===== src/rtl/spi_slave_pkg.sv =====
// Shared types and constants for the SPI slave: controller states, field lengths and command opcodes.
package spi_slave_pkg;

  typedef enum logic [2:0] {
    ST_IDLE,
    ST_DECODE,
    ST_ADDR,
    ST_DUMMY,
    ST_DATA_RX,
    ST_DATA_TX,
    ST_WAIT_CS
  } ctrl_state_e;

  localparam logic [5:0] LEN_CMD  = 6'd8;
  localparam logic [5:0] LEN_REG  = 6'd8;
  localparam logic [5:0] LEN_ADDR = 6'd32;
  localparam logic [5:0] LEN_DATA = 6'd32;

  localparam logic [7:0] CMD_WR_REG0    = 8'h01;
  localparam logic [7:0] CMD_WR_MEM     = 8'h02;
  localparam logic [7:0] CMD_RD_REG0    = 8'h05;
  localparam logic [7:0] CMD_RD_REG1    = 8'h07;
  localparam logic [7:0] CMD_RD_MEM_FST = 8'h0B;
  localparam logic [7:0] CMD_WR_REG1    = 8'h11;

endpackage


===== src/rtl/spi_slave_dummy_cnt.sv =====
// Loadable 8-bit down-counter for the dummy phase; load wins over decrement and the count
// saturates at zero, which o_zero reports.
module spi_slave_dummy_cnt (
  input  logic       sclk,
  input  logic       rst,
  input  logic       i_load,
  input  logic [7:0] i_load_val,
  input  logic       i_dec,
  output logic       o_zero
);

  logic [7:0] r_cnt;

  always_ff @(posedge sclk) begin
    if (rst) begin
      r_cnt <= 8'd0;
    end else if (i_load) begin
      r_cnt <= i_load_val;
    end else if (i_dec && (r_cnt != 8'd0)) begin
      r_cnt <= r_cnt - 8'd1;
    end
  end

  assign o_zero = (r_cnt == 8'd0);

endmodule


===== src/rtl/spi_slave_ctrl_fsm.sv =====
// SPI slave transaction sequencer: latches the command, walks addr/dummy/data phases from the
// decoder flags, programs shifter lengths and issues memory/register strobes (all registered).
module spi_slave_ctrl_fsm
  import spi_slave_pkg::*;
#(
  parameter int ADDR_W = 32,
  parameter int DATA_W = 32
) (
  input  logic              sclk,
  input  logic              rst,
  input  logic              cs_n,
  input  logic              rx_valid,
  input  logic [DATA_W-1:0] rx_data,
  output logic [7:0]        cmd,
  input  logic              get_addr,
  input  logic              get_data,
  input  logic              send_data,
  input  logic              enable_cont,
  input  logic              enable_regs,
  input  logic              wait_dummy,
  input  logic              error,
  input  logic [1:0]        reg_sel,
  input  logic [7:0]        dummy_cycles,
  output logic [5:0]        rx_len,
  output logic              rx_len_upd,
  output logic [5:0]        tx_len,
  output logic              tx_start,
  input  logic              tx_done,
  output logic [ADDR_W-1:0] addr,
  output logic              addr_valid,
  output logic              rd_req,
  output logic [DATA_W-1:0] wr_data,
  output logic              wr_valid,
  output logic              reg_wr_en,
  output logic [1:0]        reg_addr,
  output logic              err_flag
);

  ctrl_state_e       r_state, w_state_nxt;
  logic [7:0]        r_cmd, w_cmd_nxt;
  logic [ADDR_W-1:0] r_addr, w_addr_nxt;
  logic [DATA_W-1:0] r_wr_data, w_wr_data_nxt;
  logic [1:0]        r_reg_addr, w_reg_addr_nxt;
  logic [5:0]        r_rx_len, w_rx_len_nxt, r_tx_len, w_tx_len_nxt;
  logic              r_err_flag, w_err_nxt, r_tx_pend, w_tx_pend_nxt;
  logic              r_rx_len_upd, w_rx_len_upd_nxt, r_tx_start, w_tx_start_nxt;
  logic              r_addr_valid, w_addr_valid_nxt, r_rd_req, w_rd_req_nxt;
  logic              r_wr_valid, w_wr_valid_nxt, r_reg_wr_en, w_reg_wr_en_nxt;
  logic              w_cnt_load, w_cnt_dec, w_cnt_zero;

  spi_slave_dummy_cnt u_dummy_cnt (
    .sclk       (sclk),
    .rst        (rst),
    .i_load     (w_cnt_load),
    .i_load_val (dummy_cycles),
    .i_dec      (w_cnt_dec),
    .o_zero     (w_cnt_zero)
  );

  always_ff @(posedge sclk) begin
    if (rst) r_state <= ST_IDLE;
    else     r_state <= w_state_nxt;
  end

  always_comb begin
    w_state_nxt      = r_state;
    w_cmd_nxt        = r_cmd;
    w_addr_nxt       = r_addr;
    w_wr_data_nxt    = r_wr_data;
    w_reg_addr_nxt   = r_reg_addr;
    w_rx_len_nxt     = r_rx_len;
    w_tx_len_nxt     = r_tx_len;
    w_err_nxt        = r_err_flag;
    w_tx_pend_nxt    = 1'b0;
    w_rx_len_upd_nxt = 1'b0;
    w_tx_start_nxt   = 1'b0;
    w_addr_valid_nxt = 1'b0;
    w_rd_req_nxt     = 1'b0;
    w_wr_valid_nxt   = 1'b0;
    w_reg_wr_en_nxt  = 1'b0;
    w_cnt_load       = 1'b0;
    w_cnt_dec        = 1'b0;
    // Chip-select release overrides every phase action in the same cycle.
    if (cs_n) begin
      w_err_nxt = 1'b0;
      if (r_state != ST_IDLE) begin
        w_state_nxt      = ST_IDLE;
        w_rx_len_nxt     = LEN_CMD;
        w_rx_len_upd_nxt = 1'b1;
      end
    end else begin
      unique case (r_state)
        ST_IDLE: begin
          w_rx_len_nxt = LEN_CMD;
          if (rx_valid) begin
            w_cmd_nxt   = rx_data[7:0];
            w_state_nxt = ST_DECODE;
          end
        end
        ST_DECODE: begin
          if (error) begin
            w_state_nxt = ST_WAIT_CS;
            w_err_nxt   = 1'b1;
          end else if (get_addr) begin
            w_state_nxt      = ST_ADDR;
            w_rx_len_nxt     = LEN_ADDR;
            w_rx_len_upd_nxt = 1'b1;
          end else if (get_data) begin
            w_state_nxt      = ST_DATA_RX;
            w_rx_len_nxt     = LEN_REG;
            w_rx_len_upd_nxt = 1'b1;
            w_reg_addr_nxt   = reg_sel;
          end else if (send_data) begin
            w_state_nxt    = ST_DATA_TX;
            w_tx_len_nxt   = LEN_REG;
            w_tx_start_nxt = 1'b1;
            w_reg_addr_nxt = reg_sel;
          end else begin
            w_state_nxt = ST_WAIT_CS;
          end
        end
        ST_ADDR: begin
          if (rx_valid) begin
            w_addr_nxt       = ADDR_W'(rx_data);
            w_addr_valid_nxt = 1'b1;
            if (wait_dummy) begin
              w_state_nxt  = ST_DUMMY;
              w_rd_req_nxt = 1'b1;
              w_cnt_load   = 1'b1;
            end else begin
              w_state_nxt      = ST_DATA_RX;
              w_rx_len_nxt     = LEN_DATA;
              w_rx_len_upd_nxt = 1'b1;
            end
          end
        end
        ST_DUMMY: begin
          if (w_cnt_zero) begin
            w_state_nxt    = ST_DATA_TX;
            w_tx_len_nxt   = LEN_DATA;
            w_tx_start_nxt = 1'b1;
          end else begin
            w_cnt_dec = 1'b1;
          end
        end
        ST_DATA_RX: begin
          // Burst writes advance the address once the write pulse has been seen downstream.
          if (r_wr_valid && enable_cont) w_addr_nxt = r_addr + ADDR_W'(4);
          if (rx_valid) begin
            w_wr_data_nxt = rx_data;
            if (enable_regs) w_reg_wr_en_nxt = 1'b1;
            else             w_wr_valid_nxt  = 1'b1;
            if (!enable_cont) w_state_nxt = ST_WAIT_CS;
          end
        end
        ST_DATA_TX: begin
          if (r_tx_pend) begin
            w_tx_start_nxt = 1'b1;
          end else if (tx_done) begin
            if (enable_cont) begin
              w_addr_nxt    = r_addr + ADDR_W'(4);
              w_rd_req_nxt  = 1'b1;
              w_tx_pend_nxt = 1'b1;
            end else begin
              w_state_nxt = ST_WAIT_CS;
            end
          end
        end
        ST_WAIT_CS: ;
        default: w_state_nxt = ST_IDLE;
      endcase
    end
  end

  always_ff @(posedge sclk) begin
    if (rst) begin
      r_cmd        <= 8'd0;
      r_addr       <= '0;
      r_wr_data    <= '0;
      r_reg_addr   <= 2'd0;
      r_rx_len     <= LEN_CMD;
      r_tx_len     <= LEN_REG;
      r_err_flag   <= 1'b0;
      r_tx_pend    <= 1'b0;
      r_rx_len_upd <= 1'b0;
      r_tx_start   <= 1'b0;
      r_addr_valid <= 1'b0;
      r_rd_req     <= 1'b0;
      r_wr_valid   <= 1'b0;
      r_reg_wr_en  <= 1'b0;
    end else begin
      r_cmd        <= w_cmd_nxt;
      r_addr       <= w_addr_nxt;
      r_wr_data    <= w_wr_data_nxt;
      r_reg_addr   <= w_reg_addr_nxt;
      r_rx_len     <= w_rx_len_nxt;
      r_tx_len     <= w_tx_len_nxt;
      r_err_flag   <= w_err_nxt;
      r_tx_pend    <= w_tx_pend_nxt;
      r_rx_len_upd <= w_rx_len_upd_nxt;
      r_tx_start   <= w_tx_start_nxt;
      r_addr_valid <= w_addr_valid_nxt;
      r_rd_req     <= w_rd_req_nxt;
      r_wr_valid   <= w_wr_valid_nxt;
      r_reg_wr_en  <= w_reg_wr_en_nxt;
    end
  end

  assign cmd        = r_cmd;
  assign addr       = r_addr;
  assign wr_data    = r_wr_data;
  assign reg_addr   = r_reg_addr;
  assign rx_len     = r_rx_len;
  assign tx_len     = r_tx_len;
  assign err_flag   = r_err_flag;
  assign rx_len_upd = r_rx_len_upd;
  assign tx_start   = r_tx_start;
  assign addr_valid = r_addr_valid;
  assign rd_req     = r_rd_req;
  assign wr_valid   = r_wr_valid;
  assign reg_wr_en  = r_reg_wr_en;

endmodule


===== config.mk =====
export PLATFORM = sky130hd
export DESIGN_NAME = spi_slave_ctrl_fsm
export DESIGN_NICKNAME = d
export VERILOG_FILES = /design/src/rtl/spi_slave_pkg.sv /design/src/rtl/spi_slave_dummy_cnt.sv /design/src/rtl/spi_slave_ctrl_fsm.sv
export SDC_FILE = /design/constraint.sdc
export NUM_CORES = 1
export LEC_CHECK = 0
export BUFFER_PORTS_ARGS = -buffer_cell sky130_fd_sc_hd__buf_2
export CAP_MARGIN = 20
export CELL_PAD_IN_SITES_DETAIL_PLACEMENT = 0
export CELL_PAD_IN_SITES_GLOBAL_PLACEMENT = 2
export CORE_MARGIN = 3
export CORE_UTILIZATION = 32
export CTS_BUF_LIST = sky130_fd_sc_hd__clkbuf_8
export DETAILED_ROUTE_END_ITERATION = 10
export PLACE_DENSITY_LB_ADDON = 0.1
export SKIP_LAST_GASP = 1
export SLEW_MARGIN = 40
export SYNTH_ARGS = -nofsm -noshare
export SYNTH_HDL_FRONTEND = slang
export SYNTH_SLANG_ARGS = --single-unit

===== constraint.sdc =====
create_clock -name sclk -period 4.5 [get_ports sclk]
set_input_delay 0.225 -clock sclk [delete_from_list [all_inputs] [get_ports sclk]]
set_output_delay 0.225 -clock sclk [all_outputs]
set_load 0.01 [all_outputs]

## After elaboration in Yosys (flattened, before gate mapping)

Cells that the tools add are included.

- Bits in read-only memories: 0
- Register bits: 105
- Word-level logic and storage cells: 143
- Memories kept: 0
- Bits in latches: 0
- Bits in writable memories: 0

- $mul: 0
- Bitwise operators: 7
- Shift operators: 0
- Eq/ne operators: 27
- Reduce and logical (&&, ||, !) cells: 23
- Multiplexer cells: 68
- Divide/modulo/power cells: 0
- Order comparisons: 0
- Add/sub/neg operators: 2

Operators by type and width:

| cell | count |
|---|---|
| 2-to-1 mux 32 bit | 5 |
| case mux 32 bit (3 select lines) | 1 |
| 2-to-1 mux 6 bit | 12 |
| 2-to-1 mux 3 bit | 12 |
| adder 32 x 3 -> 32 bit (second input constant) | 1 |
| 2-to-1 mux 1 bit | 26 |
| inequality test 3 bit (second input constant) | 7 |
| case mux 3 bit (7 select lines) | 1 |
| inequality test 2 bit (second input constant) | 10 |
| case mux 6 bit (3 select lines) | 1 |
| 2-to-1 mux 8 bit | 2 |
| AND reduction 7 bit | 2 |
| case mux 6 bit (2 select lines) | 1 |
| == test 3 bit (second input constant) | 3 |
| logical NOT 8 bit | 1 |
| 2-to-1 mux 2 bit | 4 |
| AND reduction 8 bit | 1 |
| nonzero test 8 bit | 1 |
| subtractor 8 x 1 -> 8 bit (second input constant) | 1 |
| NOT 1 bit | 7 |
| == test 3 x 2 -> 1 bit (second input constant) | 2 |
| AND reduction 3 bit | 2 |
| AND reduction 6 bit | 1 |
| nonzero test 2 bit | 3 |
| other kinds (15) | 20 |

## Longest topological paths before layout

- Depth in word-level cells: 7
- Depth in mapped cells: 8
- Gate-level depth less buffers: 7

## By module

Synthesis repeated with hierarchy kept, for this count alone.

- Cell total of the unflattened synthesis: 634
- Area total of the unflattened synthesis: 4986.0 um2

By module, submodules not included:

| module | area each (um2) | cells each | sequential area each (um2) | instances |
|---|---|---|---|---|
| spi_slave_ctrl_fsm | 4470.5 | 575 | 1781.7 | 1 |
| spi_slave_dummy_cnt | 515.5 | 59 | 160.2 | 1 |

## Worst setup path after synthesis

Ideal clock, no wire load.

- Path type: register to register
- From: register u_dummy_cnt.r_cnt[0]
- To: register u_dummy_cnt.r_cnt[4]
- Path slack: 2568 ps
- Cell stages (with the launch flop): 8
- Data arrival time: 1841 ps
- Path buffers: 0
- Clock period less this slack: 1932 ps
- Required time: 4409 ps
- Path through: dfxtp_1 inv_1 ha_1 nor3b_1 a211oi_4 nand2_2 or4_1 a311oi_1

- Longest elaborated chain between the ends: 6
- Elaborated cells on any way between the ends: 10
- Classes of those cells: add/sub (1); mux (5); reduce/logical (4)

RTL lines:

| what | line | text |
|---|---|---|
| from (decl) | spi_slave_dummy_cnt.sv:12 | `logic [7:0] r_cnt;` |
| from (signal assigned) | spi_slave_dummy_cnt.sv:18 | `r_cnt <= i_load_val;` |
| from (signal assigned) | spi_slave_dummy_cnt.sv:20 | `r_cnt <= r_cnt - 8'd1;` |
| branches (longest 6 deep; another with subtractor 8 x 1 -> 8 bit) | -- |  |

Several ways; the timed one is not identified. The select of a mux whose other input is x is not followed.
A chain may end at the register's enable or synchronous reset.

## Worst setup path after layout

- From: register r_state[0]
- To: register r_addr[15], in the netlist addr[15]

- Longest elaborated chain between the ends: 3
- Elaborated cells on any way between the ends: 11
- Classes of those cells: eq/ne (8); mux (1); reduce/logical (2)

RTL lines:

| what | line | text |
|---|---|---|
| from (decl) | spi_slave_ctrl_fsm.sv:39 | `ctrl_state_e r_state, w_state_nxt;` |
| from (signal assigned) | spi_slave_ctrl_fsm.sv:62 | `else r_state <= w_state_nxt;` |
| == test 3 bit / == test 3 x 2 -> 1 bit (equally long branches) | spi_slave_ctrl_fsm.sv:92 | `unique case (r_state)` |
| inequality test 2 bit (no source line) / nonzero test 3 bit (equally long branches) | -- |  |
| AND reduction 7 bit (no source line) | -- |  |
| to (signal assigned) | spi_slave_ctrl_fsm.sv:193 | `r_addr <= w_addr_nxt;` |
| to (decl) | spi_slave_ctrl_fsm.sv:41 | `logic [ADDR_W-1:0] r_addr, w_addr_nxt;` |

Several ways; a longest one is shown, not always the timed one.

==> results.sh <==
export IMPL_status="completed"
export IMPL_post_cts_repair_setup_buffers=0
export IMPL_synth_enable_flop_cells=0
export IMPL_die_width_um=129
export IMPL_finalSetupTns_ns=0
export IMPL_skew_ns=0.0134
export IMPL_cts_sinks=97
export IMPL_yosys_register_bits=97
export IMPL_fillCellCount=1587
export IMPL_yosys_most_used_dff="dfxtp_1"
export IMPL_number_of_antenna_violations_at_the_first_check_in_global_routing=0
export IMPL_die_area_mm2=0.0166
export IMPL_std_cell_rows=44
export IMPL_netlist_area_mm2=0.00482
export IMPL_layout_cells_non_filler=909
export IMPL_globalRoute_totalOverflow=0
export IMPL_worst_slew_margin_rel_pct=45.7
export IMPL_worst_endpoint_required_ns=4.76
export IMPL_cts_buffer_depth=2
export IMPL_synth_top_family_by_area="simple AND/OR/NAND/NOR gates"
export IMPL_drc=0
export IMPL_first_global_vias=4666
export IMPL_synth_adder_area_share_pct=0.779
export IMPL_highest_clock_frequency_the_design_can_meet_mhz=413
export IMPL_cp_data_arrival_time_ns=2.69
export IMPL_clock_insertion_delay_at_the_later_pin_of_the_skew_report_ns=0.38
export IMPL_antenna_cell_count=0
export IMPL_wl_per_cell_um=16.6
export IMPL_via_per_instance_ratio=5.37
export IMPL_yosys_cell_count_top_type="nand2_1"
export IMPL_finalNetCount=777
export IMPL_yosysTopAreaCellShare_pct=40.3
export IMPL_report_power_total_mw=1.57
export IMPL_synth_seq_area_share_pct=40.3
export IMPL_clock_root_buffer="clkbuf_8"
export IMPL_period_needed_ns=2.42
export IMPL_route_antenna_remaining_nets=0
export IMPL_setup_viol_count_final=0
export IMPL_final_max_slew_violation_count=0
export IMPL_total_switching_power_mw=0.395
export IMPL_muxShareOfSynthArea_pct=2.73
export IMPL_multi_input_combinational_cell_area_mm2=0.00265
export IMPL_numPlacedInstances=892
export IMPL_die_h_um=129
export IMPL_xor_xnor_share_of_the_synthesized_area_pct=1.09
export IMPL_cts_buffers=9
export IMPL_asyncSetResetFlopFracSynth_pct=0
export IMPL_critPathMaxFanout=30
export IMPL_post_route_cell_area_mm2=0.00580
export IMPL_power_static_leakage_nw=2.37
export IMPL_routabilityCongestion=0.776
export IMPL_layout_drive_gt1_share_pct=24.6
export IMPL_cp_start_kind="flip-flop"
export IMPL_port_buffers=138
export IMPL_postSynthAreaPerCell_um2=7.88
export IMPL_criticalPathCategory="reg -> reg"
export IMPL_synth_compound_area_share_pct=24.4
export IMPL_timing_worst_slew_pin_value_ns=0.808
export IMPL_post_synth_and_or_nand_nor_area_fraction_pct=24.7
export IMPL_drt_total_wl_um=15100
export IMPL_power_density_cell_area_mw_per_mm2=271
export IMPL_rsz0062_at_grt="false"
export IMPL_first_pass_grt_wire_length_um=24200
export IMPL_report_final_hold_viol_count=0
export IMPL_synth_area_leaders="dfxtp_1 40%, nand2_1 8.1%, a21oi_1 6.9%"
export IMPL_placed_cell_area_mm2=0.00559
export IMPL_core_area_mm2=0.0146
export IMPL_netlist_cell_type_count=63
export IMPL_finalCoreUtilization_pct=39.6
export IMPL_clkPwrFrac_pct=37.3
export IMPL_hpwlAfterDp_um=10400
export IMPL_pin_count_of_the_biggest_net_entering_global_routing=59
export IMPL_max_cap_violations=0
export IMPL_drt_pre_antenna_iters=5
export IMPL_comb_power_share_pct=7.3
export IMPL_yosys_warnings=0
export IMPL_seqCellArea_mm2=0.00194
export IMPL_critPathCaptureType="flip-flop"
export IMPL_max_vdd_ir_drop_mv=0.176
export IMPL_clk_pin_slew_worst_paths_ns=0.09
export IMPL_via_count=4883
export IMPL_share_seq_of_total_power_pct=55.4
export IMPL_portion_of_the_clock_cycle_consumed_by_the_worst_path_in_the_final_layout_pct=53.9
export IMPL_kind_of_path_behind_the_tightest_hold_check="in -> reg"
export IMPL_tritoncts="built"
export IMPL_netlist_top_cells_count="104 x nand2_1, 97 x dfxtp_1, 66 x a21oi_1, 54 x nor2_1, 29 x clkbuf_1"
export IMPL_post_synth_top_area_cell="dfxtp_1"
export IMPL_detail_route_iter0_violations=372
export IMPL_htreeDepth=3
export IMPL_top_level_ports=147
export IMPL_floorplan_initialDensity_pct=32.9
export IMPL_power_switching_share_pct=25.1
export IMPL_cellInternalPower_mw=1.18
export IMPL_syn_inst=612
export IMPL_area_growth_pct=20.2
export IMPL_global_route_usage_over_all_layers_pct=18.1
## per-stage QoR
| stage | hold WS [ns] | setup WS [ns] |
|---|---|---|
| finish | 0.0864 | 2.08 |
| global route | 0.0643 | 1.89 |
| CTS | 0.0572 | 1.92 |
| detailed placement | 0.407 | 1.95 |
| global placement | 0.401 | 1.73 |
| floorplan | 0.302 | 2.57 |
## layout make-up
class	count	area share (%)
repair buffers	145	12.9
well taps	184	3.97
inverters	8	0.518
multi-input cells	459	45.7
clock buffers	10	2.37
flip-flops and latches	97	33.5
clock inverters	6	1.01
## sequential cells by signal, summed over array words and instances, names as in the netlist, 2 cells and up
signal and cells:
reg_addr 2, cmd 8, wr_data 32, rx_len 2, addr 32, r_state 3
u_dummy_cnt.r_cnt 8, tx_len 2
## worst paths after layout
path                                 from                  endpoint  slack (ns)  depth (start not counted)
setup / recovery  r_state[0]$_SDFFE_PP0P_     addr[15]$_SDFFE_PP0P_        2.08                          5
hold / removal                 reg_sel[1]  reg_addr[1]$_SDFFE_PP0P_        0.09                          3
setup reg to reg  r_state[0]$_SDFFE_PP0P_     addr[15]$_SDFFE_PP0P_        2.08                          5
hold reg to reg   wr_data[4]$_SDFFE_PP0P_   wr_data[4]$_SDFFE_PP0P_        0.45                          2
## worst max-delay path, cell delays in order, from the launching register on
cell     delay (ns)
dfxtp_1        0.72
nor2b_1        0.33
a31oi_1        0.20
nand2_2        0.54
nor2_1         0.24
a32o_1         0.27
## what timing repair did
item | in CTS | in global routing
endpoints found under the hold margin | 1 | 0
hold buffers | 1 | 0
gates resized for setup | 0 | 0
## kinds of logic after synthesis
family | after synthesis
buffers and inverters | 63
and+or+nand+nor | 247
muxes | 13
adders and majority gates | 3
DFF | 97
xor gates and xnor gates | 6
other | 1
AOI/OAI and AO/OA | 182
## power by group through the flow
stage	sequential, mW	clock, mW	combinational [mW]
after global placement	0.890	0	0.115
after floorplan	0.890	0	0.0665
final	0.870	0.586	0.115
after CTS	0.870	0.617	0.116
after detailed placement	0.890	0	0.115
after global routing	0.872	0.645	0.128
## cells in the final DEF (no fill, tap or decap), types with 3 or more instances in the layout
| cell | count |
|---|---|
| nor2_1 | 53 |
| nor4_1 | 4 |
| nor2b_1 | 3 |
| o22ai_1 | 8 |
| a41o_1 | 4 |
| o21ai_0 | 22 |
| nand3_1 | 19 |
| a22oi_1 | 4 |
| o31ai_1 | 11 |
| a31oi_1 | 13 |
| nor3_1 | 10 |
| dfxtp_1 | 96 |
| nor3b_1 | 3 |
| buf_4 | 6 |
| and2_1 | 3 |
| nand2b_1 | 5 |
| or3_1 | 4 |
| a32o_1 | 5 |
| clkbuf_8 | 10 |
| xor2_1 | 5 |
| buf_2 | 138 |
| ha_1 | 3 |
| nor4_4 | 3 |
| conb_1 | 8 |
| inv_1 | 8 |
| a211oi_1 | 16 |
| a21o_1 | 7 |
| nand4_1 | 11 |
| mux2i_1 | 12 |
| and3_1 | 4 |
| o211ai_1 | 7 |
| a21oi_1 | 66 |
| nand2_1 | 103 |
## metal layers
metal / part of all wire, % / global-route usage, % / vias to the layer above
li1: - / - / 2414
met1: 47 / 24.4 / 2304
met2: 46 / 29.0 / 155
met3: 6.2 / 4.73 / 10
met4: 1.0 / 4.63 / 0
met5: 0 / 0 / -
Power figures use the tool's default switching activity.
